===== src/rtl/iob_fp_fpu_issue_pkg.sv =====
// Shared FPU definitions: function-code width, FPU function codes and the
// issue FSM state encoding. The FPU imports the same package, so both sides
// agree on the codes.
package iob_fp_fpu_issue_pkg;

  localparam int unsigned FPU_FUNCT_W = 4;

  typedef enum logic [FPU_FUNCT_W-1:0] {
    FPU_ADD      = 4'd0,
    FPU_SUB      = 4'd1,
    FPU_MUL      = 4'd2,
    FPU_DIV      = 4'd3,
    FPU_MADD     = 4'd4,
    FPU_MSUB     = 4'd5,
    FPU_NMADD    = 4'd6,
    FPU_NMSUB    = 4'd7,
    FPU_SQRT     = 4'd8,
    FPU_MIN      = 4'd9,
    FPU_MAX      = 4'd10,
    FPU_CVT_W_S  = 4'd11,
    FPU_CVT_WU_S = 4'd12,
    FPU_CVT_S_W  = 4'd13,
    FPU_CVT_S_WU = 4'd14,
    FPU_CVT_X_W  = 4'd15
  } fpu_funct_e;

  typedef enum logic [1:0] {
    ST_IDLE  = 2'd0,
    ST_FIRST = 2'd1,
    ST_WAIT  = 2'd2
  } issue_state_e;

endpackage


===== src/rtl/iob_fp_fpu_issue_if.sv =====
// Bundle of the request, FPU and response signals of the FPU issue block.
//   slave  : the issue block's view (takes requests, drives the FPU, returns responses)
//   master : the environment's view (sends requests, plays the FPU, takes responses)
interface iob_fp_fpu_issue_if #(
  parameter int unsigned DATA_W  = 32,
  parameter int unsigned FUNCT_W = 4,
  parameter int unsigned TAG_W   = 4,
  parameter int unsigned LAT_W   = 16
);
  logic               req_valid_i;
  logic               req_ready_o;
  logic [FUNCT_W-1:0] req_funct_i;
  logic [DATA_W-1:0]  req_rs1_i;
  logic [DATA_W-1:0]  req_rs2_i;
  logic [DATA_W-1:0]  req_rs3_i;
  logic [DATA_W-1:0]  req_rs1_int_i;
  logic [TAG_W-1:0]   req_tag_i;

  logic               fpu_start_o;
  logic [FUNCT_W-1:0] fpu_funct_o;
  logic [DATA_W-1:0]  fpu_rs1_o;
  logic [DATA_W-1:0]  fpu_rs2_o;
  logic [DATA_W-1:0]  fpu_rs3_o;
  logic [DATA_W-1:0]  fpu_rs1_int_o;
  logic [DATA_W-1:0]  fpu_res_i;
  logic               fpu_done_i;

  logic               rsp_valid_o;
  logic               rsp_ready_i;
  logic [DATA_W-1:0]  rsp_res_o;
  logic [TAG_W-1:0]   rsp_tag_o;
  logic [LAT_W-1:0]   rsp_lat_o;
  logic               busy_o;

  modport slave (
    input  req_valid_i, req_funct_i, req_rs1_i, req_rs2_i, req_rs3_i,
           req_rs1_int_i, req_tag_i, fpu_res_i, fpu_done_i, rsp_ready_i,
    output req_ready_o, fpu_start_o, fpu_funct_o, fpu_rs1_o, fpu_rs2_o,
           fpu_rs3_o, fpu_rs1_int_o, rsp_valid_o, rsp_res_o, rsp_tag_o,
           rsp_lat_o, busy_o
  );

  modport master (
    output req_valid_i, req_funct_i, req_rs1_i, req_rs2_i, req_rs3_i,
           req_rs1_int_i, req_tag_i, fpu_res_i, fpu_done_i, rsp_ready_i,
    input  req_ready_o, fpu_start_o, fpu_funct_o, fpu_rs1_o, fpu_rs2_o,
           fpu_rs3_o, fpu_rs1_int_o, rsp_valid_o, rsp_res_o, rsp_tag_o,
           rsp_lat_o, busy_o
  );
endinterface


===== src/rtl/iob_fp_fpu_issue_fifo.sv =====
// Two-entry request FIFO.
//   i_clk, i_rst_n : clock, synchronous active-low reset (empties the FIFO)
//   i_push, i_data : write an entry; accepted when not full or when popping
//   i_pop          : drop the head entry (ignored when empty)
//   o_data         : head entry
//   o_full/o_empty : occupancy flags
module iob_fp_fpu_issue_fifo #(
  parameter int unsigned W = 8
) (
  input  logic         i_clk,
  input  logic         i_rst_n,
  input  logic         i_push,
  input  logic [W-1:0] i_data,
  input  logic         i_pop,
  output logic [W-1:0] o_data,
  output logic         o_full,
  output logic         o_empty
);
  logic [W-1:0] r_mem [2];
  logic         r_wptr;
  logic         r_rptr;
  logic [1:0]   r_count;
  logic         w_do_push;
  logic         w_do_pop;

  assign o_full    = (r_count == 2'd2);
  assign o_empty   = (r_count == 2'd0);
  assign w_do_pop  = i_pop && !o_empty;
  assign w_do_push = i_push && (!o_full || w_do_pop);
  assign o_data    = r_mem[r_rptr];

  always_ff @(posedge i_clk) begin
    if (!i_rst_n) begin
      r_wptr  <= 1'b0;
      r_rptr  <= 1'b0;
      r_count <= '0;
    end else begin
      if (w_do_push) r_wptr <= ~r_wptr;
      if (w_do_pop)  r_rptr <= ~r_rptr;
      r_count <= r_count + {1'b0, w_do_push} - {1'b0, w_do_pop};
    end
  end

  // Storage needs no reset: it is only read through the occupancy count.
  always_ff @(posedge i_clk) begin
    if (w_do_push) r_mem[r_wptr] <= i_data;
  end
endmodule


===== src/rtl/iob_fp_fpu_issue.sv =====
// FPU issue block: queues requests, issues one at a time to the FPU and holds
// the result until the consumer takes it.
//   clk_i   : clock
//   rst_n_i : synchronous active-low reset, abandons any operation in flight
//   bus     : req_* request handshake, fpu_* FPU start/done, rsp_* response
//             handshake with result, tag and saturating latency, busy_o
module iob_fp_fpu_issue
  import iob_fp_fpu_issue_pkg::*;
#(
  parameter int unsigned DATA_W  = 32,
  parameter int unsigned FUNCT_W = FPU_FUNCT_W,
  parameter int unsigned TAG_W   = 4,
  parameter int unsigned LAT_W   = 16
) (
  input  logic               clk_i,
  input  logic               rst_n_i,
  iob_fp_fpu_issue_if.slave  bus
);
  localparam int unsigned ENTRY_W = FUNCT_W + 4*DATA_W + TAG_W;

  logic [ENTRY_W-1:0] w_push_data;
  logic [ENTRY_W-1:0] w_head;
  logic               w_full;
  logic               w_empty;
  logic               w_push;
  logic               w_pop;
  logic               w_capture;
  logic [LAT_W-1:0]   w_lat_inc;

  issue_state_e       r_state;
  issue_state_e       w_state_nxt;

  logic [FUNCT_W-1:0] r_funct;
  logic [DATA_W-1:0]  r_rs1;
  logic [DATA_W-1:0]  r_rs2;
  logic [DATA_W-1:0]  r_rs3;
  logic [DATA_W-1:0]  r_rs1_int;
  logic [TAG_W-1:0]   r_tag;
  logic [LAT_W-1:0]   r_lat;
  logic               r_rsp_valid;
  logic [DATA_W-1:0]  r_rsp_res;
  logic [TAG_W-1:0]   r_rsp_tag;
  logic [LAT_W-1:0]   r_rsp_lat;

  assign w_push      = bus.req_valid_i && !w_full;
  assign w_push_data = {bus.req_funct_i, bus.req_rs1_i, bus.req_rs2_i,
                        bus.req_rs3_i, bus.req_rs1_int_i, bus.req_tag_i};

  iob_fp_fpu_issue_fifo #(.W(ENTRY_W)) u_fifo (
    .i_clk   (clk_i),
    .i_rst_n (rst_n_i),
    .i_push  (w_push),
    .i_data  (w_push_data),
    .i_pop   (w_pop),
    .o_data  (w_head),
    .o_full  (w_full),
    .o_empty (w_empty)
  );

  assign w_lat_inc = (r_lat == '1) ? r_lat : r_lat + 1'b1;

  always_ff @(posedge clk_i) begin
    if (!rst_n_i) r_state <= ST_IDLE;
    else          r_state <= w_state_nxt;
  end

  // Issue waits for a free response slot; since the slot frees on the
  // consumption edge, issue is at the earliest one edge later. FIRST always
  // lasts one cycle so a done left over from the previous operation is ignored.
  always_comb begin
    w_state_nxt = r_state;
    w_pop       = 1'b0;
    w_capture   = 1'b0;
    unique case (r_state)
      ST_IDLE: begin
        if (!w_empty && !r_rsp_valid) begin
          w_pop       = 1'b1;
          w_state_nxt = ST_FIRST;
        end
      end
      ST_FIRST: w_state_nxt = ST_WAIT;
      ST_WAIT: begin
        if (bus.fpu_done_i) begin
          w_capture   = 1'b1;
          w_state_nxt = ST_IDLE;
        end
      end
      default: w_state_nxt = ST_IDLE;
    endcase
  end

  always_ff @(posedge clk_i) begin
    if (!rst_n_i) begin
      r_funct     <= '0;
      r_rs1       <= '0;
      r_rs2       <= '0;
      r_rs3       <= '0;
      r_rs1_int   <= '0;
      r_tag       <= '0;
      r_lat       <= '0;
      r_rsp_valid <= 1'b0;
      r_rsp_res   <= '0;
      r_rsp_tag   <= '0;
      r_rsp_lat   <= '0;
    end else begin
      if (w_pop) begin
        {r_funct, r_rs1, r_rs2, r_rs3, r_rs1_int, r_tag} <= w_head;
        r_lat <= '0;
      end else if (r_state != ST_IDLE) begin
        r_lat <= w_lat_inc;
      end
      // Capture and consumption never coincide: issue requires an empty slot.
      if (w_capture) begin
        r_rsp_valid <= 1'b1;
        r_rsp_res   <= bus.fpu_res_i;
        r_rsp_tag   <= r_tag;
        r_rsp_lat   <= w_lat_inc;
      end else if (r_rsp_valid && bus.rsp_ready_i) begin
        r_rsp_valid <= 1'b0;
      end
    end
  end

  assign bus.req_ready_o   = !w_full;
  assign bus.fpu_start_o   = (r_state != ST_IDLE);
  assign bus.busy_o        = (r_state != ST_IDLE);
  assign bus.fpu_funct_o   = r_funct;
  assign bus.fpu_rs1_o     = r_rs1;
  assign bus.fpu_rs2_o     = r_rs2;
  assign bus.fpu_rs3_o     = r_rs3;
  assign bus.fpu_rs1_int_o = r_rs1_int;
  assign bus.rsp_valid_o   = r_rsp_valid;
  assign bus.rsp_res_o     = r_rsp_res;
  assign bus.rsp_tag_o     = r_rsp_tag;
  assign bus.rsp_lat_o     = r_rsp_lat;
endmodule

===== src/flat_wrapper.sv =====
// flat-port wrapper written by rule: the top's interface ports become plain ports
module iob_fp_fpu_issue_flat import iob_fp_fpu_issue_pkg::*;
#(
  parameter int unsigned DATA_W  = 32,
  parameter int unsigned FUNCT_W = FPU_FUNCT_W,
  parameter int unsigned TAG_W   = 4,
  parameter int unsigned LAT_W   = 16
)
  (clk_i, rst_n_i, bus_req_valid_i, bus_req_funct_i, bus_req_rs1_i, bus_req_rs2_i, bus_req_rs3_i, bus_req_rs1_int_i, bus_req_tag_i, bus_fpu_res_i, bus_fpu_done_i, bus_rsp_ready_i, bus_req_ready_o, bus_fpu_start_o, bus_fpu_funct_o, bus_fpu_rs1_o, bus_fpu_rs2_o, bus_fpu_rs3_o, bus_fpu_rs1_int_o, bus_rsp_valid_o, bus_rsp_res_o, bus_rsp_tag_o, bus_rsp_lat_o, bus_busy_o);
  iob_fp_fpu_issue_if #(.DATA_W(DATA_W), .FUNCT_W(FUNCT_W), .TAG_W(TAG_W), .LAT_W(LAT_W)) bus_i ();
  input  logic clk_i;
  input  logic rst_n_i;
  input wire logic [$bits(bus_i.req_valid_i)-1:0] bus_req_valid_i;
  input wire logic [$bits(bus_i.req_funct_i)-1:0] bus_req_funct_i;
  input wire logic [$bits(bus_i.req_rs1_i)-1:0] bus_req_rs1_i;
  input wire logic [$bits(bus_i.req_rs2_i)-1:0] bus_req_rs2_i;
  input wire logic [$bits(bus_i.req_rs3_i)-1:0] bus_req_rs3_i;
  input wire logic [$bits(bus_i.req_rs1_int_i)-1:0] bus_req_rs1_int_i;
  input wire logic [$bits(bus_i.req_tag_i)-1:0] bus_req_tag_i;
  input wire logic [$bits(bus_i.fpu_res_i)-1:0] bus_fpu_res_i;
  input wire logic [$bits(bus_i.fpu_done_i)-1:0] bus_fpu_done_i;
  input wire logic [$bits(bus_i.rsp_ready_i)-1:0] bus_rsp_ready_i;
  output wire logic [$bits(bus_i.req_ready_o)-1:0] bus_req_ready_o;
  output wire logic [$bits(bus_i.fpu_start_o)-1:0] bus_fpu_start_o;
  output wire logic [$bits(bus_i.fpu_funct_o)-1:0] bus_fpu_funct_o;
  output wire logic [$bits(bus_i.fpu_rs1_o)-1:0] bus_fpu_rs1_o;
  output wire logic [$bits(bus_i.fpu_rs2_o)-1:0] bus_fpu_rs2_o;
  output wire logic [$bits(bus_i.fpu_rs3_o)-1:0] bus_fpu_rs3_o;
  output wire logic [$bits(bus_i.fpu_rs1_int_o)-1:0] bus_fpu_rs1_int_o;
  output wire logic [$bits(bus_i.rsp_valid_o)-1:0] bus_rsp_valid_o;
  output wire logic [$bits(bus_i.rsp_res_o)-1:0] bus_rsp_res_o;
  output wire logic [$bits(bus_i.rsp_tag_o)-1:0] bus_rsp_tag_o;
  output wire logic [$bits(bus_i.rsp_lat_o)-1:0] bus_rsp_lat_o;
  output wire logic [$bits(bus_i.busy_o)-1:0] bus_busy_o;
  assign bus_i.req_valid_i = bus_req_valid_i;
  assign bus_i.req_funct_i = bus_req_funct_i;
  assign bus_i.req_rs1_i = bus_req_rs1_i;
  assign bus_i.req_rs2_i = bus_req_rs2_i;
  assign bus_i.req_rs3_i = bus_req_rs3_i;
  assign bus_i.req_rs1_int_i = bus_req_rs1_int_i;
  assign bus_i.req_tag_i = bus_req_tag_i;
  assign bus_i.fpu_res_i = bus_fpu_res_i;
  assign bus_i.fpu_done_i = bus_fpu_done_i;
  assign bus_i.rsp_ready_i = bus_rsp_ready_i;
  assign bus_req_ready_o = bus_i.req_ready_o;
  assign bus_fpu_start_o = bus_i.fpu_start_o;
  assign bus_fpu_funct_o = bus_i.fpu_funct_o;
  assign bus_fpu_rs1_o = bus_i.fpu_rs1_o;
  assign bus_fpu_rs2_o = bus_i.fpu_rs2_o;
  assign bus_fpu_rs3_o = bus_i.fpu_rs3_o;
  assign bus_fpu_rs1_int_o = bus_i.fpu_rs1_int_o;
  assign bus_rsp_valid_o = bus_i.rsp_valid_o;
  assign bus_rsp_res_o = bus_i.rsp_res_o;
  assign bus_rsp_tag_o = bus_i.rsp_tag_o;
  assign bus_rsp_lat_o = bus_i.rsp_lat_o;
  assign bus_busy_o = bus_i.busy_o;
  iob_fp_fpu_issue #(.DATA_W(DATA_W), .FUNCT_W(FUNCT_W), .TAG_W(TAG_W), .LAT_W(LAT_W)) u_core (.clk_i(clk_i), .rst_n_i(rst_n_i), .bus(bus_i));
endmodule

===== config.mk =====
export PLATFORM = sky130hd
export DESIGN_NAME = iob_fp_fpu_issue_flat
export DESIGN_NICKNAME = d
export VERILOG_FILES = /design/src/rtl/iob_fp_fpu_issue_pkg.sv /design/src/rtl/iob_fp_fpu_issue_if.sv /design/src/rtl/iob_fp_fpu_issue_fifo.sv /design/src/rtl/iob_fp_fpu_issue.sv /design/src/flat_wrapper.sv
export SDC_FILE = /design/constraint.sdc
export NUM_CORES = 1
export LEC_CHECK = 0
export BUFFER_PORTS_ARGS = -buffer_cell sky130_fd_sc_hd__buf_2
export CORE_ASPECT_RATIO = 1.75
export CORE_MARGIN = 3
export CORE_UTILIZATION = 40
export CTS_BUF_LIST = sky130_fd_sc_hd__clkbuf_4
export DETAILED_ROUTE_END_ITERATION = 8
export HOLD_SLACK_MARGIN = 0.02
export SETUP_SLACK_MARGIN = 0.02
export SYNTH_ARGS = -nofsm -noshare
export SYNTH_HDL_FRONTEND = slang
export SYNTH_SLANG_ARGS = --single-unit

===== constraint.sdc =====
create_clock -name clk_i -period 21.6 [get_ports clk_i]
set_input_delay 2.16 -clock clk_i [delete_from_list [all_inputs] [get_ports clk_i]]
set_output_delay 2.16 -clock clk_i [all_outputs]
set_load 0.1 [all_outputs]

# Word level (Yosys, flattened, before mapping)
# Memory sizes are Yosys's and may differ from the RTL's. A register that Yosys moved wholly into a read port is not among the register bits.
# Cells that the tools add are included.
[word_totals] regBits=75 mem_count=1 wordCells=50 in_bits=173 mem_bits_rw=272 out_inout_bits=188
[mem_list] memory="u_core.u_fifo.r_mem" words=2 word_bits=136 rd=1 rd_clocked_by_memory_dff=1 write_ports=1 line="iob_fp_fpu_issue_fifo.sv:19" rtl="logic [W-1:0] r_mem [2];"
[classes] reduce_logical=16 n_eq_ne=6 n_bitwise=3 muxes=12 add_sub_neg=3
[ops] cell="$add 16x1->16 const B" count=1
[ops] cell="$eq 16x16->1 const B" count=1
[ops] cell="$mux 16" count=1
[ops] cell="$mux 1" count=8
[ops] cell="$pmux 2 s3" count=1
[ops] cell="$logic_and 1x1->1" count=5
[ops] cell="$eq 2x2->1 const B" count=2
[ops] cell="$logic_not 1->1" count=4
[ops] cell="$logic_not 2->1" count=2
[ops] cell="$mux 2" count=2
[ops] cell="$reduce_bool 2->1" count=2
[ops] cell="$not 1->1" count=3
[ops] cell="$add 2x1->2" count=1
[ops] cell="$eq 2x1->1 const B" count=1
[ops] cell="$ne 2x1->1 const B" count=1
[ops] cell="$ne 2x2->1 const B" count=1
[ops] cell="$reduce_and 2->1" count=1
[ops] cell="$reduce_or 2->1" count=1
[ops] cell="$sub 2x1->2" count=1
[ops] cell="$logic_or 1x1->1" count=1

# Longest topological paths before layout
[depth] ltp_word=10 depth_mapped=11 mapped_depth_nobuf=9

# By module
# A second synthesis with hierarchy kept.
[hier_totals] cells_unflattened=1418 hier_area_um2=17918.4
[by_module_without_submodules] module="iob_fp_fpu_issue_fifo" cells_per_inst=453 n_inst=1 area_each_um2=10209.8 seq_area_each_um2=8267.9
[by_module_without_submodules] module="iob_fp_fpu_issue" cells_per_inst=965 n_inst=1 area_each_um2=7708.6 seq_area_each_um2=4144.0

# Worst setup path after synthesis
# OpenSTA, ideal clock, no wires.
[synth_path] path_kind="input -> register" startpoint="input port bus_req_valid_i" endpoint="memory u_core.u_fifo.r_mem[0][0] (netlist bit) (enable)" required_time_ns=20.966 arrival_ns=7.959 path_buffers=0 stages=2 setup_slack_ns=13.008 setup_time_ns=0.634 path_cell_list="nand2_1 -> nor2_1"
[synth_between] elab_chain_len=4
[synth_rtl] item="from (decl)" line="flat_wrapper.sv:13" rtl="input wire logic [$bits(bus_i.req_valid_i)-1:0] bus_req_valid_i;"
[synth_rtl] item="$logic_and 1x1->1" line="iob_fp_fpu_issue.sv:45" rtl="assign w_push = bus.req_valid_i && !w_full;"
[synth_rtl] item="$logic_and 1x1->1" line="iob_fp_fpu_issue_fifo.sv:29" rtl="assign w_do_push = i_push && (!o_full || w_do_pop);"
[synth_rtl] item="$mux 1" line="iob_fp_fpu_issue_fifo.sv:46" rtl="if (w_do_push) r_mem[r_wptr] <= i_data;"
[synth_rtl] item="$mux 1 (implied by the code)" line="iob_fp_fpu_issue_fifo.sv:46"
[synth_rtl] item="to (decl)" line="iob_fp_fpu_issue_fifo.sv:19"
# Every way passes these cells.

# Final worst setup path
[layout_path] startpoint="register u_core.r_state[1]" endpoint="output port bus_busy_o"
[layout_between] elab_chain_len=1
[layout_rtl] item="from (decl)" line="iob_fp_fpu_issue.sv:30" rtl="issue_state_e r_state;"
[layout_rtl] item="from (signal assigned)" line="iob_fp_fpu_issue.sv:64" rtl="else r_state <= w_state_nxt;"
[layout_rtl] item="$reduce_bool 2->1" line="iob_fp_fpu_issue.sv:126" rtl="assign bus.busy_o = (r_state != ST_IDLE);"
[layout_rtl] item="to (decl)" line="flat_wrapper.sv:34" rtl="output wire logic [$bits(bus_i.busy_o)-1:0] bus_busy_o;"
# Every way passes these cells.

==> metrics.md <==
| Metric | Value |
|---|---|
| Status | finished clean |
| Vias in the first global route | 11.2k |
| Synth Flop Type | edfxtp_1 |
| Hold Path Depth | 2 |
| Core area | 42700 µm² |
| Critical path buffers and inverters | 2 |
| Top cells by count, synth | 272 x edfxtp_1, 211 x dfxtp_1, 158 x nor2_1, 140 x mux2i_1, 136 x a211oi_1 |
| VDD IR max | between 0.0001 and 0.00015 V |
| Worst reg2reg setup slack | 18.58 ns |
| RSZ-0062 raised after global routing | no |
| Yosys reg bits | ~480 |
| Global route total overflow | 0 |
| Max Cap Violations | 0 |
| Buffers inserted by post-CTS timing repair | 0 |
| Final worst-path cycle share | between 10% and 20% |
| Sequential fraction of the synthesis area | a little under three quarters |
| Initial antenna violation count | 18 |
| DR iter-0 viols | about 440 |
| Total Routed Length | 40000 µm |
| Layout Nets | ~1.8k |
| Share of post-route cells with drive strength above 1 | 33.5% |
| Reg clk slew, reported paths | ~0.070 ns |
| Worst path cell trace | nor2_4 -> inv_4 -> buf_2 |
| Crit path DAT | 1.86 ns |
| Worst path slowest cell | buf_2 |
| CTS Sinks | between 400 and 500 |
| Number of flops mapped to enable cells by yosys | approximately 270 |
| Via Count | 11.3k |
| P_leak | between 7 and 8 nW |
| Cell with the most instances after synthesis | edfxtp_1 |
| Reg-to-Reg End | u_core.bus.fpu_rs1_int_o[18] |
| Startpoint types | flop |
| Async S/R FF share, synth | 0% |
| Antenna viol nets, final | 0 |
| Clk Latency, worst-skew pair | 0.77 ns |
| Final cell count without fillers | approximately 2.3k |
| Mapped Cells | 1265 |
| Drt wl/cell | between 15 and 20 µm |
| Worst r2r path cells | 7 |
| Final setup vio count | 0 |
| Worst slew pin tran | about 1.1 ns |
| Area share of the largest cell type after synthesis | between 40 and 50% |
| Crit path capture type | primary output |
| I/O pin total | between 300 and 400 |
| CP Depth | 3 |
| Vias per cell | around 4.9 |
| First-pass GRT wire length | approximately 61000 µm |
| # rows | 100 |
| Max incr delay on CP | around 0.45 ns |
| Post-Syn Area | between 15000 and 20000 µm² |
| Pre-antenna DRT Iters | 4 |
| Initial core utilization | a little over 40% |
| Die H | 282 µm |
| DRC errors left | 0 |
| # H-tree levels | 3 |
| Die span in x | roughly 160 µm |
| Critical Path RT | 19.44 ns |
| Pwr/cell area | around 160 nW/µm² |
| Slew HR | between 20% and 30% |
| Largest net degree at the start of global routing | around 120 |
| Min Clock Period, post-route | between 4 and 5 ns |
| Worst hold start | u_core.r_tag[0] |
| Die Area | roughly 46000 µm² |
| CP top delay family | buffers and inverters |
| Clock Skews | between 0.03 and 0.04 ns |
| Hold Fails Final Rpt | 0 |
| CTS Buffer Depth | 3 |
| Num CTS Buffers | 106 |
| CTS tree | yes |
| Placed cells | between 2k and 2.5k |
| Syn_nets | ~1.4k |
| Final GP Congestion | ~0.80 |
| Worst Hold Class | flop to flop |
| Final setup TNS | 0 ns |
| Library cells used by synthesis | 59 |
| Synth area leaders | edfxtp_1 47%, dfxtp_1 24%, mux2i_1 8.1%, a211oi_1 5.9%, nor2_1 3.4% |
| Clk root buf | clkbuf_4 |
| Worst hold endpoint | u_core.bus.rsp_tag_o[0] |
| Warnings, synthesis | 0 |
| Crit path kind | flop to primary output |
| Max Slew Vio Count | 0 |
| Crit path max fanout | 7 |
| Hold_buf cts | 0 |
| Syn Area/Cell | 13.7 µm² |
| Dpl hpwl | 25700 µm |
| Port-buffer cells | 360 |
| RR Startpoint | u_core.r_state[1] |
| Fillers | around 3.8k |
| Synth-to-layout area growth | 20.7% |
| Post-CTS Resized | 0 |
| Fmax achieved | ~250 MHz |
| Largest area contributor in the netlist | edfxtp_1 |
| Gr usage total | 17.0% |
## worst register-to-register path, stage by stage (launching register included)
cell,delay (ns)
dfxtp_1,0.36
nor2_4,0.25
inv_4,0.12
nor3_4,0.17
buf_4,0.67
buf_4,0.96
nor2_1,0.16
a211oi_1,0.24
## cell type report
class                   instances  area [µm²]  share of cell area, %
inverters                       6        30.0                  0.143
well taps                     561         702                   3.35
flip-flops and latches        483       12400                   59.2
clock inverters                29         130                  0.621
clock buffers                 169        1270                   6.06
repair buffers                370        1880                   8.96
multi-input cells             687        4510                   21.5
diodes                         13        32.5                  0.155
## kinds of logic after synthesis
family                   after synthesis  share of synthesized area [%]
flip-flops                           483                           71.4
AND/OR/NAND/NOR                      299                           7.67
AO/OA/AOI/OAI                        237                           9.50
multiplexers                         140                           8.07
buffers and inverters                 95                           2.73
XOR/XNOR                               8                          0.404
adder cells (fa/ha/maj)                3                          0.216
## placed cells by master (no fill, tap or decap), types with 3 or more instances in the layout
| cell | instances |
|---|---|
| xor2_1 | 4 |
| a21oi_2 | 9 |
| dfxtp_1 | 210 |
| nor3_1 | 4 |
| or3_2 | 8 |
| nand3_1 | 8 |
| diode_2 | 13 |
| nand4_2 | 3 |
| ha_1 | 3 |
| buf_4 | 10 |
| a21oi_1 | 47 |
| or3_1 | 4 |
| nor4_1 | 4 |
| a31oi_1 | 4 |
| nand2_1 | 83 |
| o21ai_1 | 12 |
| buf_2 | 360 |
| nand4_1 | 5 |
| nand2b_1 | 4 |
| edfxtp_1 | 272 |
| xnor2_1 | 4 |
| clkinv_1 | 20 |
| nor2_1 | 157 |
| a211oi_1 | 136 |
| clkinv_2 | 3 |
| mux2i_1 | 140 |
| inv_1 | 4 |
| clkbuf_4 | 169 |
| o21ai_0 | 13 |
## state kept, by name, summed over array words and instances (netlist names)
register and count:
u_core.bus.fpu_funct_o 4, u_core.bus.fpu_rs1_int_o 32, u_core.bus.fpu_rs1_o 32, u_core.bus.fpu_rs2_o 32, u_core.bus.fpu_rs3_o 32, u_core.bus.rsp_lat_o 16, u_core.bus.rsp_res_o 32, u_core.bus.rsp_tag_o 4
u_core.bus.rsp_valid_o 1, u_core.r_lat 16, u_core.r_state 2, u_core.r_tag 4, u_core.u_fifo.r_count 2, u_core.u_fifo.r_mem 272, u_core.u_fifo.r_rptr 1, u_core.u_fifo.r_wptr 1
## worst max-delay path by stage
stage                      start                    endpoint
2_1_floorplan    bus_req_valid_i   u_core.u_fifo.r_mem[0][0]
4_1_cts        u_core.r_state[1]                  bus_busy_o
3_5_place_dp     bus_req_valid_i  u_core.u_fifo.r_mem[0][75]
5_1_grt        u_core.r_state[1]             bus_fpu_start_o
6_report       u_core.r_state[1]                  bus_busy_o
3_3_place_gp     bus_req_valid_i   u_core.u_fifo.r_mem[0][3]
## per-layer routing
metal  share of wire (%)  up-vias  routed length, µm  track usage (%)
met3                 7.4       89               2960             5.85
met5                0.20        -                 79                0
met1                  36     5291              14400             17.5
met4                 3.7       12               1460             8.79
met2                  53      353              21100             30.2
li1                    -     5560                  -                -
## where the power goes
group	switching (mW)	leakage, nW	total, mW	internal, mW
sequential	0.0962	4.27	1.28	1.18
clock	0.334	0.838	0.691	0.356
combinational	1.23	2.88	1.49	0.256
## stage by stage
stage	setup slack [ns]	util (%)	hold slack (ns)	total power, mW	area (µm²)
finish	17.58	49.1	0.442	3.45	20900
global route	17.44	49.1	0.445	3.63	20900
CTS	17.46	49.0	0.453	3.51	20900
detailed placement	16.90	45.7	0.443	2.80	19500
global placement	16.88	45.7	0.438	2.79	19500
floorplan	13.01	-	0.432	2.54	17400
Power figures use the tool's default switching activity.
